File: config.mk
export PLATFORM = sky130hd
export DESIGN_NAME = nascom_vseq
export DESIGN_NICKNAME = d
export VERILOG_FILES = /design/src/rtl/nascom_vseq_pkg.sv /design/src/rtl/nascom_vseq.sv
export SDC_FILE = /design/constraint.sdc
export NUM_CORES = 1
export LEC_CHECK = 0
export CAP_MARGIN = 40
export CORE_ASPECT_RATIO = 0.8
export CORE_UTILIZATION = 25
export DETAILED_ROUTE_END_ITERATION = 10
export HOLD_SLACK_MARGIN = 0.1
export PLACE_DENSITY = 0.53
export SETUP_SLACK_MARGIN = 0.02
export SYNTH_ARGS = -nofsm -noshare
export SYNTH_HDL_FRONTEND = slang
export SYNTH_SLANG_ARGS = --single-unit
File: constraint.sdc
create_clock -name clk -period 1.5 [get_ports clk]
set_clock_uncertainty 0.2 [all_clocks]
set_input_delay 0.3 -clock clk [delete_from_list [all_inputs] [get_ports clk]]
set_output_delay 0.3 -clock clk [all_outputs]
set_load 0.01 [all_outputs]
File: src/rtl/nascom_vseq_pkg.sv
// Shared constants and row-advance helper for the NASCOM vertical sequencer.
// The PROM supplies {/vblank, /ld}; all widths and bit positions live here.
package nascom_vseq_pkg;

   localparam int ROW_W             = 5;
   localparam int SCAN_W            = 4;
   localparam int DEF_SCANS_PER_ROW = 14;
   localparam int DEF_RELOAD_ROW    = 11;
   localparam int VBLANK_BIT        = 1;
   localparam int LD_BIT            = 0;

   // Next row at a row end: /ld low reloads, otherwise count up with natural 5-bit wrap
   function automatic logic [ROW_W-1:0] row_advance(
      input logic [ROW_W-1:0] row,
      input logic             ld_n,
      input logic [ROW_W-1:0] reload
   );
      logic [ROW_W-1:0] nxt;
      if (ld_n) begin
         nxt = row + 5'd1;
      end else begin
         nxt = reload;
      end
      return nxt;
   endfunction

endpackage

File: src/rtl/nascom_vseq.sv
// NASCOM vertical sequencer: scan-line and row counters stepped by hline,
// row sequencing and vertical blanking steered by the external vertical PROM.
module nascom_vseq
   import nascom_vseq_pkg::*;
#(
   parameter int SCANS_PER_ROW = DEF_SCANS_PER_ROW,
   parameter int RELOAD_ROW    = DEF_RELOAD_ROW
) (
   input  logic              clk,
   input  logic              rst_n,
   input  logic              en,
   input  logic              hline,
   output logic [ROW_W-1:0]  prom_a,
   output logic              prom_ce_n,
   input  logic [1:0]        prom_d,
   output logic              vblank_n,
   output logic [3:0]        vdu_row,
   output logic [SCAN_W-1:0] scan,
   output logic              row_end,
   output logic              frame_start
);

   localparam logic [SCAN_W-1:0] SCAN_LAST = SCAN_W'(SCANS_PER_ROW - 1);
   localparam logic [ROW_W-1:0]  RELOAD    = ROW_W'(RELOAD_ROW);
   localparam logic [ROW_W-1:0]  ROW_MAX   = 5'd31;

   logic [ROW_W-1:0]  row_r;
   logic [ROW_W-1:0]  row_nxt_s;
   logic [SCAN_W-1:0] scan_r;
   logic [SCAN_W-1:0] scan_nxt_s;
   logic              vblank_r;
   logic              tick_s;
   logic              last_line_s;

   assign tick_s      = en & hline;
   assign last_line_s = (scan_r == SCAN_LAST);

   // Row-end and frame wrap are flagged in the tick cycle that performs the update
   assign row_end     = tick_s & last_line_s;
   assign frame_start = tick_s & last_line_s & prom_d[LD_BIT] & (row_r == ROW_MAX);

   // The PROM is only deselected while the sequencer is held in reset
   assign prom_ce_n = ~rst_n;
   assign prom_a    = row_r;
   assign vdu_row   = row_r[3:0];
   assign scan      = scan_r;
   assign vblank_n  = vblank_r;

   // Next-state for the scan and row counters
   always_comb begin
      row_nxt_s  = row_r;
      scan_nxt_s = scan_r;
      if (tick_s) begin
         if (last_line_s) begin
            scan_nxt_s = 4'd0;
            row_nxt_s  = row_advance(row_r, prom_d[LD_BIT], RELOAD);
         end else begin
            scan_nxt_s = scan_r + 4'd1;
         end
      end else begin
         row_nxt_s  = row_r;
         scan_nxt_s = scan_r;
      end
   end

   // Counter state and blanking register; blanking follows the PROM even when en is low
   always_ff @(posedge clk or negedge rst_n) begin
      if (!rst_n) begin
         row_r    <= 5'd0;
         scan_r   <= 4'd0;
         vblank_r <= 1'b0;
      end else begin
         row_r    <= row_nxt_s;
         scan_r   <= scan_nxt_s;
         vblank_r <= prom_d[VBLANK_BIT];
      end
   end

endmodule

# ---- Yosys cells after proc, flatten, opt, wreduce, memory -nomap -nowiden
# Cells that the tools add are included.
dict set report word_totals {
  regBits 10
  input_bits 6
  output_inout_bits 17
}
dict set report op_classes {
  n_addsub 2
  eq_ne 2
  n_mux 2
  bitwise_logic 5
  n_reduce_logical 1
}
# op count
set ops {}
lappend ops {{adder 5 x 1 -> 5 bit (second input constant)} 1}
lappend ops {{== test 5 bit (second input constant)} 1}
lappend ops {{two-way mux 5 bit} 1}
lappend ops {{adder 4 x 1 -> 4 bit (second input constant)} 1}
lappend ops {{bitwise AND 1 bit} 4}
lappend ops {{== test 4 bit (second input constant)} 1}
lappend ops {{two-way mux 4 bit} 1}
lappend ops {{AND reduction 2 bit} 1}
lappend ops {{NOT 1 bit} 1}

# ---- Longest topological paths before layout
# Gate-level depths: netlist (run 1).
dict set report depth {
  ltp_word 4
  ltp_mapped 5
  ltp_nobuf 5
}

# ---- Worst setup path before layout (run 1)
# OpenSTA, ideal clock, no wires.
dict set report synth_timing {
  path_type {register to output}
  start {register row_r[0] (netlist: prom_a[0])}
  end {output frame_start}
  t_arrival_ps 1157
  t_required_ps 1000
  path_slack_ps -157
  stages_incl_launch_ff 5
  path_buffers 0
  path_cell_list {dfrtp_1 > ha_1 > and3_1 > ha_1 > and3_1}
}
dict set report synth_via {
  elab_chain_len 2
}
# item line
set synth_rtl {}
lappend synth_rtl {{from (decl)} nascom_vseq.sv:27} ;# logic [ROW_W-1:0] row_r;
lappend synth_rtl {{from (signal assigned)} nascom_vseq.sv:73} ;# row_r <= row_nxt_s;
lappend synth_rtl {{== test 5 bit} nascom_vseq.sv:40} ;# assign frame_start = tick_s & last_line_s & prom_d[LD_BIT] & (row_r == ROW_MAX);
lappend synth_rtl {{bitwise AND 1 bit} nascom_vseq.sv:40}
lappend synth_rtl {{to (decl)} nascom_vseq.sv:20} ;# output logic frame_start
# No other way between the ends.

# ---- Worst setup path in the final report (run 1)
dict set report layout_timing {
  start {register row_r[1] (netlist: prom_a[1])}
  end {output frame_start}
}
# Same word-level chain as after synthesis.

==> results.tsv, run 1 <==
metric	value	unit
share of layout cells above drive strength 1	65.7	%
width of the die	54.0	um
ANT nets after route	0	
H-Tree Level Count	1	
WL/cell	12.3	um
initial core utilization	27.6	%
status	finished with violations	
RSZ-0062 raised after global routing	yes	
Post-synth EDFFs	0	
area leader, netlist	dfrtp_1	
Syn Std Cell Area	542	um^2
CTS tree	done	
period utilisation layout	129	%
met1 wire length	699	um
Syn Nets	60	
Crit. End Element	primary output	
std cell rows	14	
clk sink count	10	
first-pass GRT wire length	2300	um
Distinct cells, synth	24	
drt drc	0	
setup TNS	-1.32	ns
Hold Vio Cnt, Final	0	
CTS buffer count	3	
Final Worst Setup Slack	-0.432	ns
worst IR drop on VDD	997	uV
Layout fillers	180	
largest net degree at the start of global routing	11	
hold-fix buffers at CTS	0	
sequential element share of the synthesized area	46.2	%
share of the synthesized area in the top cell type	46.2	%
top post-synthesis cells by count	dfrtp_1, and3_1	
Overflow after GRT	0	
Routed WL	1520	um
Worst Setup Start Kind	flop	
nets@finish	108	
top cells by area, synth	dfrtp_1, and3_1, buf_4	
Top Metal Used	met4	
met2 WL post-DR	711	um
final critical-path required period	1.93	ns
Slew Limit Fails	0	
GP Congestion	0.810	
Slew HR	84.0	%
Fmax	0.518	GHz
Yosys warning total	0	
vias per cell	4.53	
#FFs+latches synth	10	
Main synth FF type	dfrtp_1	
vias post-DR	557	
count leader, synth	dfrtp_1	
WS Path Type	flop to primary output	
router iterations before antenna repair	3	
Slew @ Worst Pin	0.238	ns
Worst Path Arrival	1.43	ns
IO Pins	23	
cell leakage power	0.515	nW
core area	1960	um^2
clk slew on worst S/H paths	0.07	ns
PwrDens	1430	nW/um^2
max cap viols	0	
Layout area overhead	97.0	%
initial antenna violation count	0	
async set-reset flop share out of synthesis	100	%
worst hold path type	primary input to async pin	
PortBufs	22	
syn avg cell area	10.4	um^2
root buffer cell	clkbuf_4	
DP Wirelength	1060	um
Syn Inst Count	52	
vias in the first global route	501	
DR WL met3	86	um
Antenna diodes	0	
Setup WS pre-CTS	-0.781	ns
failing checks	setup timing	
initial DRC count	2	
Chip Height	43.6	um
worst-path fanout max	2	
Required @ worst endpoint	1.00	ns
clock buffer depth	2	
Final setup viols	5	
Power Total	0.00153	W
Total GRT Usage	14.2	%
worst skew pair latency	0.27	ns
area of the die	2360	um^2
-- path summary, 6_finish.rpt --
path,endpoint,depth (start not counted),slack [ns],startpoint
worst max-delay path,frame_start,5,-0.43,prom_a[1]$_DFFE_PN0P_
worst min-delay path,scan[2]$_DFFE_PN0N_,2,0.15,rst_n
worst max register to register,prom_a[3]$_DFFE_PN0P_,7,-0.15,prom_a[1]$_DFFE_PN0P_
worst min register to register,scan[2]$_DFFE_PN0N_,2,0.40,scan[2]$_DFFE_PN0N_
max in group asynchronous,scan[3]$_DFFE_PN0N_,2,0.78,rst_n
min in group clk,vblank_n$_DFF_PN0_,1,0.27,prom_d[1]
-- through the flow --
stage	cell area (um^2)	std cells	hold slack [ns]	utilization, %
2_1_floorplan	566	52	-0.196	-
3_3_place_gp	913	111	0.389	46.6
3_5_place_dp	913	111	0.380	46.6
4_1_cts	1010	122	0.153	51.7
5_1_grt	1070	123	0.159	54.4
6_report	1070	123	0.154	54.4
-- worst max-delay path, cell delays in order, from the launching register on --
cell and delay [ns]:
dfrtp_2 0.43, ha_4 0.17, and3_4 0.15, ha_4 0.14
and3_4 0.16, buf_6 0.11
-- cell usage in the layout (no fill, tap or decap), drive strengths merged, types with 2 or more instances in the layout --
master and n:
dlygate4sd2 3, and3 5, inv 4, buf 41
nand3 2, nor3b 2, clkdlybuf4s50 3, a21oi 2
o21ai 4, clkbuf 4, ha 2, nand2 4
dfrtp 10
-- repair_timing --
action | in CTS | in global routing
setup endpoints to repair | 19 | 15
setup buffers | 9 | 3
pin swaps | 5 | 3
resized for setup | 86 | 10
-- kinds of logic after synthesis --
family	Yosys count	synth area share [%]
and+or+nand+nor	18	21.9
AOI/OAI and AO/OA	11	12.7
DFF	10	46.2
buffers and inverters	8	8.31
muxes	2	4.62
adders and majority gates	2	4.62
xor gates and xnor gates	1	1.62
-- sequential cells by signal, summed over array words and instances, names as in the netlist --
signal    cells
vblank_n      1
scan          4
prom_a        5
-- metal layers --
metal | vias up | GRT usage, %
li1 | 276 | -
met1 | 262 | 19.7
met2 | 17 | 21.0
met3 | 2 | 4.21
met4 | 0 | 4.62
met5 | - | 0
-- power breakdown --
group / internal, W / switching, W / total (W) / leakage [nW]
clock: 0.000147 / 0.0000991 / 0.000247 / 0.0210
combinational: 0.000508 / 0.000351 / 0.000859 / 0.373
sequential: 0.000358 / 0.0000640 / 0.000422 / 0.121
-- cell type report --
cell class	count	area [um^2]	area share [%]
Timing Repair Buffer	47	408	38.2
Multi-Input combinational cell	34	324	30.4
Sequential cell	10	254	23.8
Clock buffer	4	36.3	3.40
Tap cell	24	30.0	2.81
Inverter	4	15.0	1.41
Power figures use the tool's default switching activity.
==> run 2: changes to the inputs <==
Settings changed: SLEW_MARGIN set to 30.
==> results of run 2 <==
Final layout, timing and power as in run 1 (identical DEF).
==> patch 1 (config.mk and constraints of run 2) <==
Remove the register `vblank_r`: a continuous assignment takes its place, so the output `vblank_n` follows one clock earlier.
--- a/src/rtl/nascom_vseq.sv
+++ b/src/rtl/nascom_vseq.sv
@@ -68,13 +68,13 @@
       if (!rst_n) begin
          row_r    <= 5'd0;
          scan_r   <= 4'd0;
-         vblank_r <= 1'b0;
       end else begin
          row_r    <= row_nxt_s;
          scan_r   <= scan_nxt_s;
-         vblank_r <= prom_d[VBLANK_BIT];
       end
    end
 
+   assign vblank_r = prom_d[VBLANK_BIT];
+
 endmodule
 
Check against the original RTL: not equivalent (Yosys sat finds a counterexample within 4 cycles, from zero or initial values and one cycle with rst_n low).
==> patch 1 against run 2 <==
  * The run still ends with negative setup slack left
  * Global-route usage rose by 1.5 points
  * Non-clock buffer count shrank 3
  * Area after synthesis shrank 3.2%
  * Total power is 12% lower
  * Die area down 3.1%
  * Design area shrank 8.7%
  * Setup slack improved by 0.0039 ns
  * Count of clock-buffer cells in the layout unchanged
  * Cell count is 3.3% lower
  * Sequential cell count is 1 lower
  * Routed wire length increased by 9.5%
  * Clock power is 22% lower
  * Largest cell class unchanged
==> patch 1: results (changes against run 2) <==
[finish]
nets = 104  ; -3.7%
buf_share_pct = 35.6  ; -2.7 points
drive_above_1_share_pct = 64.2  ; -1.4 points
largest_reg_flops = 5  ; unchanged
seq_area_share_pct = 23.5  ; -0.31 points
signal_buffers = 44  ; -6.4%
final_cell_count_no_fill = 119  ; -3.3%
area_growth_syn_to_layout_pct = 85.9
clk_share_pct = 2.70  ; -0.70 points
n_all_inverters = 4  ; unchanged
fillers = 195  ; +8.3%
multi_input_area_um2 = 328  ; +1.2%

[cts]
clkSinkCount = 9  ; -1
cts_setup_buffers = 6  ; -3
cts_hold_buf = 1  ; +1
cts_root_buffer = clkbuf_4
postCtsResizedCells = 76  ; -12%

[place]
post_dp_cell_area_um2 = 876  ; -4.1%
dp_hpwl_um = 1120  ; +5.9%
io_buffers = 20  ; -9.1%
gp_congestion = 0.778  ; -4.0%
dp_cells = 109  ; -1.8%
place_ws_ns = -0.784  ; -0.00354 ns

[global_routing]
use_met1_pct = 22.4  ; +2.7 points
use_met3_pct = 3.23  ; -0.98 points
grt_pass1_wl_um = 2430  ; +5.7%
use_met2_pct = 22.5  ; +1.5 points
track_usage_pct = 15.7  ; +1.5 points
grt_max_degree = 10  ; -1
grt_pass1_vias = 492  ; -1.8%

[synth]
netlist-cell-type-count = 24  ; unchanged
synthMuxAreaShare_pct = 4.77  ; +0.15 points
synthAdderAreaFrac_pct = 4.77  ; +0.15 points
synth_compound_gate_area_share_pct = 13.1  ; +0.42 points
synth_commonest_cells = 9 x dfrtp_1, 5 x and3_1, 5 x buf_4
synth_cells = 52  ; unchanged
synthTopCellsByArea = dfrtp_1 43%, buf_4 7.2%, and3_1 6.0%
yosysSeqAreaShare_pct = 43.0  ; -3.2 points
ys_warn_count = 0  ; unchanged
synth_xor_area_share_pct = 1.67  ; +0.054 points

[outcome]
status = complete, but fails checks
violations = negative setup slack

[detailed_routing]
wl_met2_um = 733  ; +3.1%
drtIter0Drc = 5  ; +3
routed_wl_um = 1660  ; +9.5%
met1_length_um = 821  ; +17%
vias_per_cell = 4.60  ; +1.5%

[setup_path]
r2r_end = prom_a[0]$_DFFE_PN0P_
regToRegStartpoint = scan[1]$_DFFE_PN0N_
r2r.worst_path.cells = 4  ; -3
r2r_setup_slack_ns = 0.06  ; +0.21 ns

[timing]
setup_ws_ns = -0.428  ; +0.00394 ns
whs_ns = 0.269  ; +0.114 ns
final-setup-viol-count = 2  ; -3
max_slew.worst_pin.slew_ns = 0.232  ; -0.00613 ns
tns_ns = -0.610  ; +0.711 ns

[floorplanning]
core_area_um2 = 1930  ; -1.8%

[min_path]
min_path_type = in -> reg

[power]
ir_worst_vdd_mv = 0.692  ; -31%
p_leak_nw = 0.476  ; -7.7%

==> patch 1: cell types whose count changed after synthesis, sizes merged <==
cell / before / now
buf: 4 / 5
dfrtp: 10 / 9
==> patch 1: report_power, final <==
group | internal [mW] | leakage (nW) | switching, mW
Clock | 0.103 | 0.0150 | 0.0905
Combinational | 0.422 | 0.351 | 0.342
Sequential | 0.330 | 0.109 | 0.0644
Total | 0.855 | 0.476 | 0.497
==> patch 1: worst max path at each step <==
| stage | from | to | slack, ns | depth (start not counted) |
|---|---|---|---|---|
| after global placement | hline | frame_start | -0.76 | 5 |
| final | prom_a[0]$_DFFE_PN0P_ | frame_start | -0.43 | 5 |
| after detailed placement | hline | frame_start | -0.78 | 5 |
| after global routing | prom_a[1]$_DFFE_PN0P_ | frame_start | -0.46 | 5 |
| after CTS | prom_a[0]$_DFFE_PN0P_ | frame_start | -0.42 | 5 |
| after floorplan | scan[0]$_DFFE_PN0N_ | frame_start | -0.08 | 3 |
==> patch 2 (config.mk and constraints of run 2) <==
Made on the original files. The package constant `ROW_W` goes from 5 to 10.
--- a/src/rtl/nascom_vseq_pkg.sv
+++ b/src/rtl/nascom_vseq_pkg.sv
@@ -2,7 +2,7 @@
 // The PROM supplies {/vblank, /ld}; all widths and bit positions live here.
 package nascom_vseq_pkg;
 
-   localparam int ROW_W             = 5;
+   localparam int ROW_W             = 10;
    localparam int SCAN_W            = 4;
    localparam int DEF_SCANS_PER_ROW = 14;
    localparam int DEF_RELOAD_ROW    = 11;
Interface: changed (resized prom_a); port bits go from 23 to 28. The function was not compared with the original's and may differ.
==> patch 2 against run 2 <==
  * The flow still finishes with violations (negative setup slack)
  * Total power up 4.3%
  * Setup slack got worse by 0.083 ns
  * Sequential cell count is 5 higher
  * Design area increased by 35%
  * Hold slack improved by 0.042 ns
  * Clock power is 36% higher
  * Area after synthesis increased by 48%
  * Die area increased by 45%
  * Critical endpoint unchanged
  * Routed wire length is 62% higher
==> patch 2: results (changes against run 2) <==
[synth]
synth_commonest_cells = 15 x dfrtp_1, 11 x nand2_1, 11 x nand3_1
yosysSeqAreaShare_pct = 46.9  ; +0.76 points
netlist-cell-type-count = 33  ; +38%
syn_nets = 94  ; +57%
synth_cells = 87  ; +67%

[global_routing]
track_usage_pct = 16.0  ; +1.8 points
grt_max_degree = 16  ; +5
grt_pass1_wl_um = 3970  ; +73%

[timing]
max_slew.worst_pin.slew_ns = 0.361  ; +0.123 ns
setup_ws_ns = -0.515  ; -0.0828 ns
final-setup-viol-count = 12  ; +7

[finish]
nets = 154  ; +43%
largest_reg_flops = 10  ; +5
final_cell_count_no_fill = 184  ; +50%
fillers = 305  ; +69%

[setup_path]
crit_arrival_ns = 1.51  ; +0.08 ns
r2r_end = prom_a[9]$_DFFE_PN0P_
r2r.worst_path.cells = 5  ; -2
r2r_setup_slack_ns = -0.43  ; -0.28 ns
crit_start = scan[0]$_DFFE_PN0N_

[place]
io_buffers = 27  ; +23%
gp_congestion = 0.745  ; -8.0%
dp_cells = 173  ; +56%

[outcome]
violations = negative setup slack
status = complete, but fails checks

[detailed_routing]
vias = 883  ; +59%
drtIter0Drc = 16  ; +14
wl_per_cell_um = 13.4  ; +8.6%
dr.pass1.iters = 4  ; +1

[cts]
clk_latency_ns = 0.25  ; -0.02 ns

[power]
p_leak_nw = 0.687  ; +33%

## patch 2: cell count changes in the layout (fill, tap and decap cells not counted), sizes merged, moves of 2 or more
cell   delta
a21oi     -2
and3      -3
buf      +13
dfrtp     +5
nand2     +7
nand3    +10
o21ai     +6
or4b      +2
## patch 2: worst max-delay path, cell delays in order, from the launching register on
cell and delay [ns]:
dfrtp_1 0.36, nand3_2 0.08, or4b_4 0.56, nor3_4 0.12, buf_2 0.15
## patch 2: timing repair
action	4_1_cts	5_1_grt
setup endpoints to repair	32	17
pin swaps	0	3
gates resized for setup	108	7
hold buffers	0	0
buffers inserted	5	3
## patch 2: report_power, final
group          switching (mW)  total [mW]  internal, mW
logic                   0.324       0.719         0.395
registers              0.0472       0.539         0.492
clock network           0.147       0.335         0.188
## patch 2: layout make-up
class	instances	area (µm²)	share of cell area (%)
timing repair buffer	61	505	35.2
multi-input combinational	61	422	29.4
sequential	15	385	26.8
tap	38	47.5	3.31
clock buffer	4	45.0	3.14
inverter	5	31.3	2.18
## patch 2: cell families after synthesis
logic type	synth area share, %
buffers and inverters	7.98
XOR/XNOR	1.10
adder cells (fa/ha/maj)	1.56
AO/OA/AOI/OAI	16.1
flip-flops	46.9
AND/OR/NAND/NOR	26.3
## patch 2: metrics by stage
step	hold slack, ns	util (%)	cell area, µm²	setup slack, ns
final	0.196	49.7	1440	-0.515
after CTS	0.202	47.9	1390	-0.535
after floorplan	-0.196	-	845	-0.341
after detailed placement	0.370	45.6	1320	-1.16
after global placement	0.358	45.6	1320	-1.14
after global routing	0.248	49.7	1440	-0.596
## patch 2: how the worst min path moves through the flow
stage / endpoint / depth (start not counted) / slack (ns) / startpoint
final: vblank_n$_DFF_PN0_ / 2 / 0.20 / rst_n
after global routing: vblank_n$_DFF_PN0_ / 2 / 0.25 / rst_n
after CTS: scan[3]$_DFFE_PN0N_ / 2 / 0.20 / rst_n
after detailed placement: scan[3]$_DFFE_PN0N_ / 2 / 0.37 / scan[3]$_DFFE_PN0N_
after global placement: scan[3]$_DFFE_PN0N_ / 2 / 0.36 / scan[3]$_DFFE_PN0N_
after floorplan: prom_a[0]$_DFFE_PN0P_ / 0 / -0.20 / rst_n
## patch 2: layer usage
| layer | track usage (%) | vias up | wire length [µm] |
|---|---|---|---|
| met5 | 0 | - | 0 |
| met4 | 8.70 | 0 | 38 |
| met3 | 3.70 | 4 | 136 |
| met2 | 26.3 | 29 | 1160 |
| met1 | 19.4 | 417 | 1130 |
| li1 | - | 433 | - |
